**config.mk**
```make
export PLATFORM = sky130hd
export DESIGN_NAME = pwm_from_counter
export DESIGN_NICKNAME = d
export VERILOG_FILES = /design/src/rtl/pwm_from_counter.sv
export SDC_FILE = /design/constraint.sdc
export NUM_CORES = 1
export LEC_CHECK = 0
export BUFFER_PORTS_ARGS = -buffer_cell sky130_fd_sc_hd__buf_2
export CAP_MARGIN = 20
export CORE_AREA = 2 2 39 41
export DETAILED_ROUTE_END_ITERATION = 12
export DIE_AREA = 0 0 41 43
export HOLD_SLACK_MARGIN = 0.12
export PLACE_DENSITY = 0.74
export SETUP_SLACK_MARGIN = 0.15
export SYNTH_ARGS = -nofsm -noshare
export SYNTH_HDL_FRONTEND = slang
export SYNTH_SLANG_ARGS = --single-unit
```
**constraint.sdc**
```tcl
create_clock -name clk -period 2.3 [get_ports clk]
set_input_delay 0.345 -clock clk [delete_from_list [all_inputs] [get_ports clk]]
set_output_delay 0.345 -clock clk [all_outputs]
set_load 0.1 [all_outputs]
```
**src/rtl/pwm_from_counter.sv**
```systemverilog
// pwm_from_counter: registered PWM comparator on an upstream count bus with a double-buffered duty updated at period start
module pwm_from_counter #(
  parameter int N = 4
) (
  input  logic         clk,
  input  logic         reset,
  input  logic [N-1:0] i_cnt_in,
  input  logic         i_enable,
  input  logic [N:0]   i_duty_in,
  input  logic         i_duty_valid,
  output logic         o_duty_ready,
  output logic         o_pwm_out,
  output logic         o_period_tick,
  output logic         o_duty_loaded
);
  localparam logic [N:0] DUTY_MAX = {1'b1, {N{1'b0}}};
  logic [N:0] r_active_duty;
  logic [N:0] r_pending_duty;
  logic       r_pending_full;
  logic       r_pwm;
  logic       r_tick;
  logic       r_loaded;
  logic       w_period_start;
  logic       w_accept;
  logic       w_transfer;
  logic [N:0] w_duty_clamped;
  logic [N:0] w_duty_eff;
  // A pending duty moves to active exactly at count 0 so the new period starts with the new duty
  always_comb begin
    w_period_start = i_cnt_in == '0;
    w_accept       = i_duty_valid && !r_pending_full;
    w_transfer     = w_period_start && r_pending_full;
    w_duty_clamped = (i_duty_in > DUTY_MAX) ? DUTY_MAX : i_duty_in;
    w_duty_eff     = w_transfer ? r_pending_duty : r_active_duty;
  end
  // Duty buffers, handshake flag and registered outputs
  always_ff @(posedge clk or posedge reset) begin
    if (reset) begin
      r_active_duty  <= '0;
      r_pending_duty <= '0;
      r_pending_full <= 1'b0;
      r_pwm          <= 1'b0;
      r_tick         <= 1'b0;
      r_loaded       <= 1'b0;
    end else begin
      if (w_transfer) r_active_duty <= r_pending_duty;
      if (w_accept) r_pending_duty <= w_duty_clamped;
      r_pending_full <= w_accept ? 1'b1 : (w_transfer ? 1'b0 : r_pending_full);
      r_pwm          <= i_enable && ({1'b0, i_cnt_in} < w_duty_eff);
      r_tick         <= w_period_start;
      r_loaded       <= w_transfer;
    end
  end
  assign o_duty_ready  = !r_pending_full;
  assign o_pwm_out     = r_pwm;
  assign o_period_tick = r_tick;
  assign o_duty_loaded = r_loaded;
endmodule

```
==> impl_metrics.toml <==
[floorplan]
die_x_um = 41
coreArea_um2 = 1384
initial_core_util_pct = 46.02
io-pin-count = 17
dieArea_um2 = 1763
die_h_um = 43
rows = 14

[setup_path]
r2r-end = "o_pwm_out"
crit_chain = "buf_2 -> nor4_4 -> nand2_4 -> mux2i_1 -> ha_1 -> a21o_1 -> a21oi_1 -> a22o_1"
crit_arrival_ps = 1920
cpPeakStageDelay_ps = 340
cp_top_family = "compound AO/OA/AOI/OAI gates"
crit_type = "in -> reg"
critical_path_buf_inv_count = 1
timing.rr.start = "r_pending_full"
cp-end-kind = "flop"
slowest_stage = "nor4_4"
worstSetupStartpointType = "primary input"
critPathRequiredTime_ps = 2520
worstRegToRegCells = 6
cp_max_fo = 6
rrSetupSlack_ps = 670

[clock_tree]
path_clk_slew_ps = 80
cts_sinks = 14
cts_htree_levels = 1
cts_tree = "done"
numCtsBuffers = 3
root_buffer = "clkbuf_4"
cts_buffer_depth = 2
clk_latency_ps = 280
cts_resized = 0

[synthesis]
ys_seq_area_share_pct = 55.01
syn_avg_cell_area_um2 = 12.02
syn_inst = 53
synth.area.top_cells = "dfrtp_1 (55%), mux2i_1 (6.3%), ha_1 (5.9%), nand2b_1 (4.9%), inv_1 (3.5%)"
synth_top_area_share_pct = 55.01
netlist_area_um2 = 636.9
synth.distinct_cells = 17
synth_nets = 69
synth_top_area_cell = "dfrtp_1"
synth-seq-cells = 14
yosys_warnings = 0

[hold_path]
hold_path.class = "in -> reg"
worstHoldStart = "i_cnt_in[0]"
hold_end = "o_period_tick"
whs_path_depth = 2

[detailed_routing]
vias_per_cell = 4.956
drt_wl_total_um = 1073
drc_errors = 0
first_pass_iters = 4
drt-initial-drc-count = 6
post_drt_wl_per_cell_um = 11.92
via_count = 446
ant_nets = 0

[sta]
setup_ws_ps = 606.2
rsz0062_at_grt = "false"
fmaxAchievable_mhz = 590.4
maxSlewHeadroom_pct = 66.01
setup_viol = 0
final_hold_viol_count = 0
finalClockSkew_ps = 1.242
period_share_pct = 73.64
period_minus_slack_ps = 1694
slew_viol_final = 0
worstMarginPinSlew_ps = 509.3
final.setup.tns_ps = 0

[power_and_ir_drop]
irDropWorstVdd_uv = 386.9
power.total_mw = 0.6960
power.density_nw_per_um2 = 888.6
leakage_nw = 0.4408

[placed_design]
dpl_cell_area_um2 = 737.0
place_ws_ps = 281.8
io_buffers = 16
placed_cells = 85
place.gp.congestion = 0.7022
hpwl_um = 867.5

[global_routing]
overflow = 0
antenna_found_initial = 0
grt_max_degree = 15
grt_pass1_vias = 425
grt_pass1_wl_um = 1649
grt_usage_pct = 14.50

[cells_and_area]
n_antenna_cell = 0
nets = 91
finalNonFillerCells = 90
fin_area_um2 = 783.3
drive_gt1_share_pct = 33.78
area_growth_syn_to_layout_pct = 22.99

[run_status]
outcome = "finished clean"

[job]
maxCapViolations = 0
per-layer routing:
layer | share of wire [%] | track usage, % | wire length (um)
met1 | 39 | 16.33 | 416
met2 | 50 | 21.88 | 537
met3 | 6.5 | 1.571 | 70
met4 | 4.5 | 14.00 | 48
met5 | 0 | 0 | 0
worst max-delay path by stage:
stage / start / end / slack (ps) / depth (start not counted)
6_report: i_cnt_in[0] / o_pwm_out / 610 / 8
5_1_grt: i_cnt_in[0] / o_pwm_out / 500 / 8
4_1_cts: i_cnt_in[0] / o_pwm_out / 580 / 8
3_5_place_dp: i_cnt_in[0] / o_pwm_out / 280 / 8
3_3_place_gp: i_cnt_in[0] / o_pwm_out / 390 / 8
2_1_floorplan: r_pending_full / r_pending_duty[4] / 500 / 3
kinds of logic (layout without fill, tap and decap cells):
logic type / after synthesis / in the layout / synth area share (%)
simple gates: 15 / 15 / 15.52
fa+ha+maj: 3 / 3 / 5.895
flops: 14 / 14 / 55.01
compound gates: 8 / 8 / 7.859
mux: 7 / 7 / 12.18
buf+inv: 6 / 27 / 3.536
flip-flops by register name, summed over array words and instances, names as in the netlist:
name	cells
o_duty_loaded	1
r_active_duty	5
r_pending_duty	5
r_pending_full	1
o_period_tick	1
o_pwm_out	1
cell usage in the layout (no fill, tap or decap), drive strengths merged:
master       instances
o2111ai              1
nor4b                1
dfrtp               14
a22o                 1
nor4                 1
nand2b               5
o21ai                4
a21o                 1
buf                 16
inv                  6
mux2i                4
nor2                 2
mux2                 3
dlygate4sd3          1
ha                   3
clkbuf               4
nand2                6
a21oi                1
Yosys cell counts, drive strengths merged:
cell and count:
ha 3, a21o 1, a21oi 1, o2111ai 1, a22o 1, nor4 1
nor2 2, mux2 3, o21ai 4, nor4b 1, inv 6, nand2 6
nand2b 5, dfrtp 14, mux2i 4
power by group:
group          internal, mW  leakage, nW  total, mW  switching (mW)
Clock                0.0964       0.0210      0.174          0.0780
Sequential            0.302        0.179      0.326          0.0236
Combinational        0.0732        0.240      0.196           0.123
Total                 0.472        0.441      0.696           0.224
metrics by stage:
step | hold WS, ps | utilization, %
6_report | 276.7 | 56.60
5_1_grt | 267.5 | 56.60
4_1_cts | 273.6 | 56.60
3_5_place_dp | 402.4 | 53.25
3_3_place_gp | 402.9 | 53.25
2_1_floorplan | 234.2 | -
final cells by class:
cell class,count,area [um2]
inverter,6,22.52
multi-input combinational,33,264.0
sequential,14,350.3
fill,130,600.6
tap,16,20.02
timing repair buffer,17,90.09
clock buffer,4,36.28
what timing repair did:
item | in CTS | in global routing
endpoints found under the hold margin | 14 | 0
setup buffers | 0 | 0
hold buffers | 1 | 0
setup endpoints to repair | 0 | 0
Power figures use the tool's default switching activity.
